--- src/rtl/cic_decim_nx_if.sv ---
`default_nettype none
// ============================================================================
// Module   : cic_decim_nx_if
// Brief    : Sample, control and result signals of the CIC decimator.
//            The master drives samples and controls, the slave (the filter)
//            returns decimated samples.
// Revision : 1.0 - initial release
// ============================================================================
interface cic_decim_nx_if #(
    parameter int INPUT_WIDTH  = 12,
    parameter int OUTPUT_WIDTH = 16,
    parameter int SHIFT_WIDTH  = 6
);
    logic                           flush;
    logic [15:0]                    factor;
    logic [SHIFT_WIDTH-1:0]         shift;
    logic                           in_valid;
    logic signed [INPUT_WIDTH-1:0]  in_data;
    logic                           out_valid;
    logic signed [OUTPUT_WIDTH-1:0] out_data;
    logic                           out_sat;

    modport master (
        output flush, factor, shift, in_valid, in_data,
        input  out_valid, out_data, out_sat
    );

    modport slave (
        input  flush, factor, shift, in_valid, in_data,
        output out_valid, out_data, out_sat
    );
endinterface
`default_nettype wire

--- src/rtl/cic_decim_nx.sv ---
`default_nettype none
// ============================================================================
// Module   : cic_decim_nx
// Brief    : N-stage CIC decimator with runtime factor, pipelined combs and
//            round-half-up / saturating output scaling.
// Revision : 1.0 - initial release
// ============================================================================
module cic_decim_nx #(
    parameter int INPUT_WIDTH     = 12,
    parameter int OUTPUT_WIDTH    = 16,
    parameter int STAGES          = 4,
    parameter int FACTOR_LOG2_MAX = 6,
    parameter int SHIFT_WIDTH     = 6
) (
    input  logic            clk,
    input  logic            reset_n,
    cic_decim_nx_if.slave   bus
);
    localparam int c_w  = INPUT_WIDTH + STAGES * FACTOR_LOG2_MAX;
    localparam int c_fw = FACTOR_LOG2_MAX + 1;
    localparam logic [c_fw-1:0]       c_fmax    = {1'b1, {FACTOR_LOG2_MAX{1'b0}}};
    localparam logic signed [c_w:0]   c_one     = {{c_w{1'b0}}, 1'b1};
    localparam logic signed [c_w:0]   c_out_max =
        {{(c_w - OUTPUT_WIDTH + 2){1'b0}}, {(OUTPUT_WIDTH - 1){1'b1}}};
    localparam logic signed [c_w:0]   c_out_min = ~c_out_max;

    logic [FACTOR_LOG2_MAX-1:0] r_phase;
    logic [c_fw-1:0]            r_fa;
    logic signed [c_w-1:0]      r_integ [STAGES];
    logic signed [c_w-1:0]      r_dly   [STAGES];
    logic signed [c_w-1:0]      r_pipe  [STAGES];
    logic [SHIFT_WIDTH-1:0]     r_sh    [STAGES];
    logic [STAGES-1:0]          r_tok;

    logic [c_fw-1:0]            w_factor_clamped;
    logic [c_fw-1:0]            w_fa_eff;
    logic                       w_accept;
    logic                       w_last;
    logic                       w_event;
    logic signed [c_w:0]        w_c_ext;
    logic signed [c_w:0]        w_scaled;
    logic [SHIFT_WIDTH-1:0]     w_sh;
    logic                       w_over;
    logic                       w_under;

    // Clamp the requested factor into 1..2^FACTOR_LOG2_MAX and pick the active period.
    always_comb begin
        w_factor_clamped = bus.factor[c_fw-1:0];
        if (bus.factor == 16'd0) begin
            w_factor_clamped = c_fw'(1);
        end else if (bus.factor > {{(16 - c_fw){1'b0}}, c_fmax}) begin
            w_factor_clamped = c_fmax;
        end
        // A zero active factor only exists straight after reset; use the request directly.
        w_fa_eff = (r_fa == '0) ? w_factor_clamped : r_fa;
        w_accept = bus.in_valid & ~bus.flush;
        w_last   = ({1'b0, r_phase} == (w_fa_eff - c_fw'(1)));
        w_event  = w_accept & w_last;
    end

    // Phase counter; the active factor reloads at each period boundary and on flush.
    always_ff @(posedge clk or negedge reset_n) begin
        if (!reset_n) begin
            r_phase <= '0;
            r_fa    <= '0;
        end else if (bus.flush) begin
            r_phase <= '0;
            r_fa    <= w_factor_clamped;
        end else begin
            r_fa <= w_fa_eff;
            if (w_accept) begin
                if (w_last) begin
                    r_phase <= '0;
                    r_fa    <= w_factor_clamped;
                end else begin
                    r_phase <= r_phase + FACTOR_LOG2_MAX'(1);
                end
            end
        end
    end

    // Integrator chain, advancing once per accepted sample, wrapping modulo 2^W.
    always_ff @(posedge clk or negedge reset_n) begin
        if (!reset_n) begin
            for (int k = 0; k < STAGES; k++) r_integ[k] <= '0;
        end else if (bus.flush) begin
            for (int k = 0; k < STAGES; k++) r_integ[k] <= '0;
        end else if (w_accept) begin
            r_integ[0] <= r_integ[0]
                + {{(c_w - INPUT_WIDTH){bus.in_data[INPUT_WIDTH-1]}}, bus.in_data};
            for (int k = 1; k < STAGES; k++) r_integ[k] <= r_integ[k] + r_integ[k-1];
        end
    end

    // Comb pipeline: one stage per cycle behind a free-running valid token.
    always_ff @(posedge clk or negedge reset_n) begin
        if (!reset_n) begin
            r_tok <= '0;
            for (int k = 0; k < STAGES; k++) begin
                r_dly[k]  <= '0;
                r_pipe[k] <= '0;
                r_sh[k]   <= '0;
            end
        end else if (bus.flush) begin
            r_tok <= '0;
            for (int k = 0; k < STAGES; k++) begin
                r_dly[k]  <= '0;
                r_pipe[k] <= '0;
                r_sh[k]   <= '0;
            end
        end else begin
            r_tok[0] <= w_event;
            if (w_event) begin
                r_pipe[0] <= r_integ[STAGES-1] - r_dly[0];
                r_dly[0]  <= r_integ[STAGES-1];
                r_sh[0]   <= bus.shift;
            end
            for (int k = 1; k < STAGES; k++) begin
                r_tok[k] <= r_tok[k-1];
                if (r_tok[k-1]) begin
                    r_pipe[k] <= r_pipe[k-1] - r_dly[k];
                    r_dly[k]  <= r_pipe[k-1];
                    r_sh[k]   <= r_sh[k-1];
                end
            end
        end
    end

    // Round-half-up arithmetic shift of the comb result, then saturation detect.
    always_comb begin
        w_sh     = r_sh[STAGES-1];
        w_c_ext  = {r_pipe[STAGES-1][c_w-1], r_pipe[STAGES-1]};
        w_scaled = w_c_ext;
        if (32'(w_sh) >= c_w) begin
            // The rounding offset dominates any comb value, so the result is zero.
            w_scaled = '0;
        end else if (w_sh != '0) begin
            w_scaled = (w_c_ext + (c_one << (w_sh - SHIFT_WIDTH'(1)))) >>> w_sh;
        end
        w_over  = (w_scaled > c_out_max);
        w_under = (w_scaled < c_out_min);
    end

    // Output register: written only when the token leaves the last comb stage.
    always_ff @(posedge clk or negedge reset_n) begin
        if (!reset_n) begin
            bus.out_valid <= 1'b0;
            bus.out_data  <= '0;
            bus.out_sat   <= 1'b0;
        end else if (bus.flush) begin
            bus.out_valid <= 1'b0;
        end else begin
            bus.out_valid <= r_tok[STAGES-1];
            if (r_tok[STAGES-1]) begin
                bus.out_sat <= w_over | w_under;
                if (w_over) begin
                    bus.out_data <= c_out_max[OUTPUT_WIDTH-1:0];
                end else if (w_under) begin
                    bus.out_data <= c_out_min[OUTPUT_WIDTH-1:0];
                end else begin
                    bus.out_data <= w_scaled[OUTPUT_WIDTH-1:0];
                end
            end
        end
    end
endmodule
`default_nettype wire

--- src/flat_wrapper.sv ---
// flat-port wrapper written by rule: the top's interface ports become plain ports
module cic_decim_nx_flat 
#(
    parameter int INPUT_WIDTH     = 12,
    parameter int OUTPUT_WIDTH    = 16,
    parameter int STAGES          = 4,
    parameter int FACTOR_LOG2_MAX = 6,
    parameter int SHIFT_WIDTH     = 6
)
  (clk, reset_n, bus_flush, bus_factor, bus_shift, bus_in_valid, bus_in_data, bus_out_valid, bus_out_data, bus_out_sat);
  cic_decim_nx_if #(.INPUT_WIDTH(INPUT_WIDTH), .OUTPUT_WIDTH(OUTPUT_WIDTH), .SHIFT_WIDTH(SHIFT_WIDTH)) bus_i ();
  input  logic clk;
  input  logic reset_n;
  input wire logic [$bits(bus_i.flush)-1:0] bus_flush;
  input wire logic [$bits(bus_i.factor)-1:0] bus_factor;
  input wire logic [$bits(bus_i.shift)-1:0] bus_shift;
  input wire logic [$bits(bus_i.in_valid)-1:0] bus_in_valid;
  input wire logic [$bits(bus_i.in_data)-1:0] bus_in_data;
  output wire logic [$bits(bus_i.out_valid)-1:0] bus_out_valid;
  output wire logic [$bits(bus_i.out_data)-1:0] bus_out_data;
  output wire logic [$bits(bus_i.out_sat)-1:0] bus_out_sat;
  assign bus_i.flush = bus_flush;
  assign bus_i.factor = bus_factor;
  assign bus_i.shift = bus_shift;
  assign bus_i.in_valid = bus_in_valid;
  assign bus_i.in_data = bus_in_data;
  assign bus_out_valid = bus_i.out_valid;
  assign bus_out_data = bus_i.out_data;
  assign bus_out_sat = bus_i.out_sat;
  cic_decim_nx #(.INPUT_WIDTH(INPUT_WIDTH), .OUTPUT_WIDTH(OUTPUT_WIDTH), .STAGES(STAGES), .FACTOR_LOG2_MAX(FACTOR_LOG2_MAX), .SHIFT_WIDTH(SHIFT_WIDTH)) u_core (.clk(clk), .reset_n(reset_n), .bus(bus_i));
endmodule
--- config.mk ---
export PLATFORM = sky130hd
export DESIGN_NAME = cic_decim_nx_flat
export DESIGN_NICKNAME = d
export VERILOG_FILES = /design/src/rtl/cic_decim_nx_if.sv /design/src/rtl/cic_decim_nx.sv /design/src/flat_wrapper.sv
export SDC_FILE = /design/constraint.sdc
export NUM_CORES = 2
export LEC_CHECK = 0
export CORE_ASPECT_RATIO = 0.9
export CORE_UTILIZATION = 35
export CTS_CLUSTER_SIZE = 40
export DETAILED_ROUTE_END_ITERATION = 7
export SYNTH_ARGS = -nofsm -noshare
export SYNTH_HDL_FRONTEND = slang
export SYNTH_SLANG_ARGS = --single-unit
--- constraint.sdc ---
create_clock -name clk -period 7.85 [get_ports clk]
set_input_delay 0.785 -clock clk [delete_from_list [all_inputs] [get_ports clk]]
set_output_delay 0.785 -clock clk [all_outputs]
set_load 0.005 [all_outputs]
After elaboration in Yosys (flattened, before gate mapping)
Index checks and enable logic that the tools add are counted.
- flip-flop bits (word level): 491
- bits of input ports: 38
- output and inout bits: 18
- logic and storage cells: 86
- add/sub/neg operators: 12
- magnitude comparators: 4
- equality and inequality tests: 1
- shift operators: 2
- muxes and demuxes: 32
- bitwise operators: 4
- reductions and logical operators: 9
- operators with widths (operator ; count):
    $mux W144 ; 4
    $mux W36 ; 8
    $add A36 B36 Y36 ; 4
    $sub A36 B36 Y36 ; 4
    $mux W37 ; 2
    $mux W6 ; 7
    $mux W7 ; 6
    $add A36 B37 Y37 ; 1
    $gt A37 B16 Y1 const B ; 1
    $lt A37 B16 Y1 const B ; 1
    $shl A1 B6 Y37 const A ; 1
    $sshr A37 B6 Y37 ; 1
    $mux W16 ; 2
    $mux W24 ; 1
    $gt A16 B7 Y1 const B ; 1
    $logic_not A16 Y1 ; 1
    $reduce_bool A2 Y1 ; 5
    $eq A6 B7 Y1 ; 1
    $logic_not A7 Y1 ; 1
    $sub A7 B1 Y7 const B ; 1
    $add A6 B1 Y6 const B ; 1
    $ge A6 B6 Y1 const B ; 1
    $reduce_bool A6 Y1 ; 1
    $sub A6 B1 Y6 const B ; 1
    other kinds (6) ; 7

Depth between registers and ports, before layout
- word-level depth: 9
- gate-level depth with buffers: 25
- mapped depth without buffers: 21

Worst setup path after synthesis
OpenSTA, ideal clock, no wires.
- path kind: register -> register
- from: register u_core.r_sh, in the netlist u_core.w_sh[0]
- to: register u_core.bus.out_data[7]
- setup time: 73 ps
- data arrival time: 6041 ps
- data required time: 7777 ps
- setup slack: 1736 ps
- cell stages (with the launch flop): 25
- buffers on the path: 6
- clock period less this slack: 6114 ps
- cell sequence: dfrtp_1 clkbuf_1 clkinv_1 clkbuf_1 clkbuf_1 clkbuf_1 buf_1 nor4b_1 ha_1 nor2b_2 o31a_2 o221ai_2 a21oi_2 a2111oi_4 o211a_1 a211oi_1 a222oi_1 nand2_1 a311o_1 nor4_1 nand4b_1 nor4_4 buf_6 o211ai_1 a21oi_2
- cells in the longest elaborated chain, start to end: 9
- elaborated cells on any way between the ends: 12
- those cells by class: add/sub: 2; order compare: 3; shift: 2; mux: 4; reduce/logical: 1
- RTL lines (what ; line ; source):
    start: declaration ; cic_decim_nx.sv:32 ; logic [SHIFT_WIDTH-1:0] r_sh [STAGES];
    start signal: indexed assignment ; cic_decim_nx.sv:123 ; r_sh[k] <= r_sh[k-1];
    $sub A6 B1 Y6 ; cic_decim_nx.sv:138 ; w_scaled = (w_c_ext + (c_one << (w_sh - SHIFT_WIDTH'(1)))) >>> w_sh;
    $shl A1 B6 Y37 ; cic_decim_nx.sv:138 ;
    $add A36 B37 Y37 ; cic_decim_nx.sv:138 ;
    $sshr A37 B6 Y37 ; cic_decim_nx.sv:138 ;
    $mux W37 ; cic_decim_nx.sv:137 ; end else if (w_sh != '0) begin
    $mux W37 (*) ; cic_decim_nx.sv:134 ; if (32'(w_sh) >= c_w) begin
    $lt A37 B16 Y1 ; cic_decim_nx.sv:141 ; w_under = (w_scaled < c_out_min);
    $mux W16 ; cic_decim_nx.sv:158 ; end else if (w_under) begin
    $mux W16 (*) ; cic_decim_nx.sv:156 ; if (w_over) begin
    end signal: assignment ; cic_decim_nx.sv:157 ; bus.out_data <= c_out_max[OUTPUT_WIDTH-1:0];
    end signal: assignment ; cic_decim_nx.sv:159 ; bus.out_data <= c_out_min[OUTPUT_WIDTH-1:0];
    end signal: assignment ; cic_decim_nx.sv:161 ; bus.out_data <= w_scaled[OUTPUT_WIDTH-1:0];
    end: declaration ; cic_decim_nx_if.sv:30 ; output out_valid, out_data, out_sat
Every way passes the cells marked *; elsewhere a longest branch is shown, timed or not.
A chain may end at the register's enable or synchronous reset.

Final worst setup path
- from: register u_core.r_sh, in the netlist u_core.w_sh[5]
- to: register u_core.bus.out_data[0]
Same word-level chain as after synthesis.

==> results.txt <==
----------------------------------------------------
[Outcome]
  Result of the run ... finished, final reports clean

[Worst setup path]
  Largest fanout of any net on the critical path ... 15
  Worst reg2reg setup slack ... about 0.83 ns
  Kind of start point of the critical path ... flop
  Delay of the slowest cell on the worst path ... a little under 0.6 ns
  Worst flop-to-flop path startpoint ... u_core.w_sh[5]
  Worst reg-to-reg path cell count ... 21
  Reg-to-reg critical path endpoint ... u_core.bus.out_data[0]
  Worst Path Required ... roughly 8.4 ns
  Crit path max-delay cell type ... sky130_fd_sc_hd__o211ai_1
  Critical path class ... flop to flop
  Critical Path Sink Type ... flop
  Crit path arrival time ... between 7 and 8 ns
  Critical path, cell by cell ... or2_2, nor2_1, nand2_1, nor2_1, ha_1, nand2_1, o21ai_1, o2111ai_1, a21oi_2, a211oi_1, o211ai_1, a21oi_1, a221oi_1, nand3_1, a311o_1, nor4_1, nand4b_1, nor4_4, buf_4, o211ai_1, a21oi_1

[Cells and area]
  Register area ... ~12000 µm²
  Number of fillers in the final layout ... 11000
  Relative area change from synthesis to final layout ... 10.7%
  End-of-flow core utilization ... 0.393
  Area taken by multi-input logic gates ... ~25000 µm²
  Most frequent standard cell in the layout excluding fill and tap cells ... sky130_fd_sc_hd__nor2_1
  Highest-count cells in the layout ignoring fill and taps ... sky130_fd_sc_hd__nor2_1, sky130_fd_sc_hd__dfrtp_1, sky130_fd_sc_hd__ha_1
  Diodes inserted ... 0
  Final Net Count ... roughly 4800
  Layout cells sized above 1 ... 0.0561

[STA]
  Final period utilization ... 0.894
  Final hold vios ... 0
  Rel. slew slack ... 0.233
  Slew at the pin closest to its max-slew limit ... around 1.2 ns
  Worst-case hold slack ... 0.120 ns
  Post-route minimum period ... ~7.0 ns
  Final setup TNS ... 0 ns
  Final count of pins violating max slew ... 0
  Highest attainable clock frequency ... approximately 0.14 GHz
  Final clock skew ... between 0.015 and 0.02 ns
  Unrepaired setup endpoints after global routing ... no
  Setup violators final ... 0

[CTS]
  Clock-pin slew on the worst setup and hold paths ... around 0.060 ns
  TritonCTS clock tree ... yes
  Clock latency at the later pin of the worst-skew pair ... 0.61 ns
  Buffers from clock root to sink, at most ... 3
  Number of CTS-inserted buffers ... 56
  Post CTS Setup Buffer Count ... 0
  H-tree depth ... 2
  Number of instances resized during post-cts repair ... 0
  Clock Sinks ... slightly below 500
  CTS Hold Bufs ... 0
  Root cell of the clock tree ... sky130_fd_sc_hd__clkbuf_16

[Flow run]
  Max capacitance violation total ... 0

[Placement]
  Detailed placement HPWL ... about 75 mm
  Final Wtd Congestion ... approximately 0.98
  Count of input and output buffers ... 55

[Detailed routing]
  Via count ... around 32000
  Remaining design rule violation count ... 0
  ANT nets after route ... 0
  Avg WL per Cell ... 17.4 µm
  Wire length after detailed routing ... 103 mm
  First-pass DRT Iterations ... 6
  Initial DRC Count ... 2138
  Vias per inst ... ~5.4

[Global routing]
  Number of global-route vias before repair ... slightly above 30000
  Grt total ovfl ... 0
  Maximum number of pins on one net before global-route repair ... 219
  Total track usage ... 0.183
  Antenna violations before repair ... 0
  First-pass GRT wire length ... between 150 and 200 mm

[Yosys]
  Number of instances in the synthesized netlist ... around 4500
  Flop and latch count out of synthesis ... a little under 500
  Proportion of synthesized flip-flops having asynchronous set or reset ... 1.00
  Count of flip-flops with a built-in enable after synthesis ... 0
  Synth area leaders ... sky130_fd_sc_hd__dfrtp_1, sky130_fd_sc_hd__ha_1, sky130_fd_sc_hd__mux2i_1
  Leading area contributor after synthesis ... sky130_fd_sc_hd__dfrtp_1
  Post-synthesis instance area ... between 30000 and 40000 µm²
  Primary flip-flop cell chosen by synthesis mapping ... sky130_fd_sc_hd__dfrtp_1
  Mean cell area of the mapped netlist ... roughly 8.6 µm²
  Net count after synthesis ... ~4800
  Seq/Total Area, Yosys ... 0.320
  Yosys warns ... 0
  Area fraction of the dominant cell type after synthesis ... 0.320
  Number of unique standard cell types used by synthesis ... about 110

[Floorplan]
  Die W ... 351 µm
  Floorplan die area ... ~110000 µm²
  # IOs ... between 50 and 60
  Die outline height ... between 300 and 400 µm
  Rows ... ~110
  Placeable core area ... around 110000 µm²
  Initial Util ... 0.355

[Power and ir drop]
  Total power divided by cell area ... ~160 nW/µm²
  Worst-case vdd ir drop ... 0.157 mV
  Leakage power of the design ... roughly 0.019 µW

[Min path]
  Type of the most critical hold path ... primary input to async pin

----------------------------------------------------
-- synth_stat cells (41+ instances only) --
cell type                  instances
sky130_fd_sc_hd__a211oi_1         73
sky130_fd_sc_hd__a21o_1          100
sky130_fd_sc_hd__a21oi_1         294
sky130_fd_sc_hd__clkbuf_1        139
sky130_fd_sc_hd__dfrtp_1         491
sky130_fd_sc_hd__ha_1            318
sky130_fd_sc_hd__inv_1           205
sky130_fd_sc_hd__mux2i_1         298
sky130_fd_sc_hd__nand2_1         316
sky130_fd_sc_hd__nand2b_1         50
sky130_fd_sc_hd__nand3_1         104
sky130_fd_sc_hd__nand3b_1         41
sky130_fd_sc_hd__nor2_1          611
sky130_fd_sc_hd__nor2b_1          49
sky130_fd_sc_hd__nor3_1          100
sky130_fd_sc_hd__o21a_1           41
sky130_fd_sc_hd__o21ai_0         226
sky130_fd_sc_hd__o31ai_1          66
sky130_fd_sc_hd__or3_1            41
sky130_fd_sc_hd__xnor2_1         179
sky130_fd_sc_hd__xor2_1           93
-- state kept, by name, indices dropped and copies added (netlist names) --
register,flops
u_core.r_phase,6
u_core.r_tok,4
u_core.r_sh,18
u_core.bus.out_sat,1
u_core.r_dly,144
u_core.bus.out_data,16
u_core.bus.out_valid,1
u_core.r_pipe,144
u_core.w_sh,6
u_core.r_integ,144
u_core.r_fa,7
-- cells by family after synthesis --
family,after synthesis,share of synthesized area
simple gates,1480,0.178
fa+ha+maj,327,0.108
mux,321,0.0867
compound gates,1162,0.204
buf+inv,411,0.0413
xor+xnor,273,0.0624
flops,491,0.320
-- worst max-delay path: cells and delay by family (launching register included) --
family | cells | cell delay [ns]
AND/OR/NAND/NOR | 9 | 2.63
flip-flops | 1 | 0.55
buffers and inverters | 1 | 0.27
AO/OA/AOI/OAI | 10 | 3.13
adder cells (fa/ha/maj) | 1 | 0.36
-- where the power goes --
group	total (µW)	switching [µW]	internal [µW]	leakage (µW)
Sequential	2710	94.9	2620	0.00678
Combinational	1210	672	534	0.0110
Clock	2910	1060	1850	0.00102
-- final cells by class --
type                    instances  area share
clock buffers                  80      0.0389
clock inverters                22     0.00983
inverters                     209      0.0185
multi-input cells            3563       0.577
flip-flops and latches        491       0.289
well taps                    1450      0.0427
repair buffers                109      0.0235
-- metrics by stage --
step                setup slack, ns  instance area [µm²]  power (µW)  cells
finish                        0.831                42500        6830   5924
global route                  0.495                42500        7190   5924
CTS                           0.987                42500        6920   5924
detailed placement             1.02                40500        3970   5822
global placement               1.01                40500        3950   5822
floorplan                      1.74                38400        3660   4465
-- routing by layer --
metal | track usage | share of wire
met5 | 0 | 0
met4 | 0.0669 | 0.037
met2 | 0.304 | 0.46
met1 | 0.246 | 0.46
met3 | 0.0208 | 0.042
-- how the worst max path moves through the flow --
stage	start	endpoint	slack, ns	cells after the start
after floorplan	u_core.w_sh[0]	u_core.bus.out_data[7]	1.74	24
after global placement	u_core.w_sh[5]	u_core.bus.out_data[3]	1.01	21
after detailed placement	u_core.w_sh[5]	u_core.bus.out_data[13]	1.02	20
after CTS	u_core.w_sh[5]	u_core.bus.out_data[0]	0.99	21
after global routing	u_core.w_sh[5]	u_core.bus.out_data[12]	0.49	21
final	u_core.w_sh[5]	u_core.bus.out_data[0]	0.83	21
Note: power is estimated with default switching activity, not from simulation.
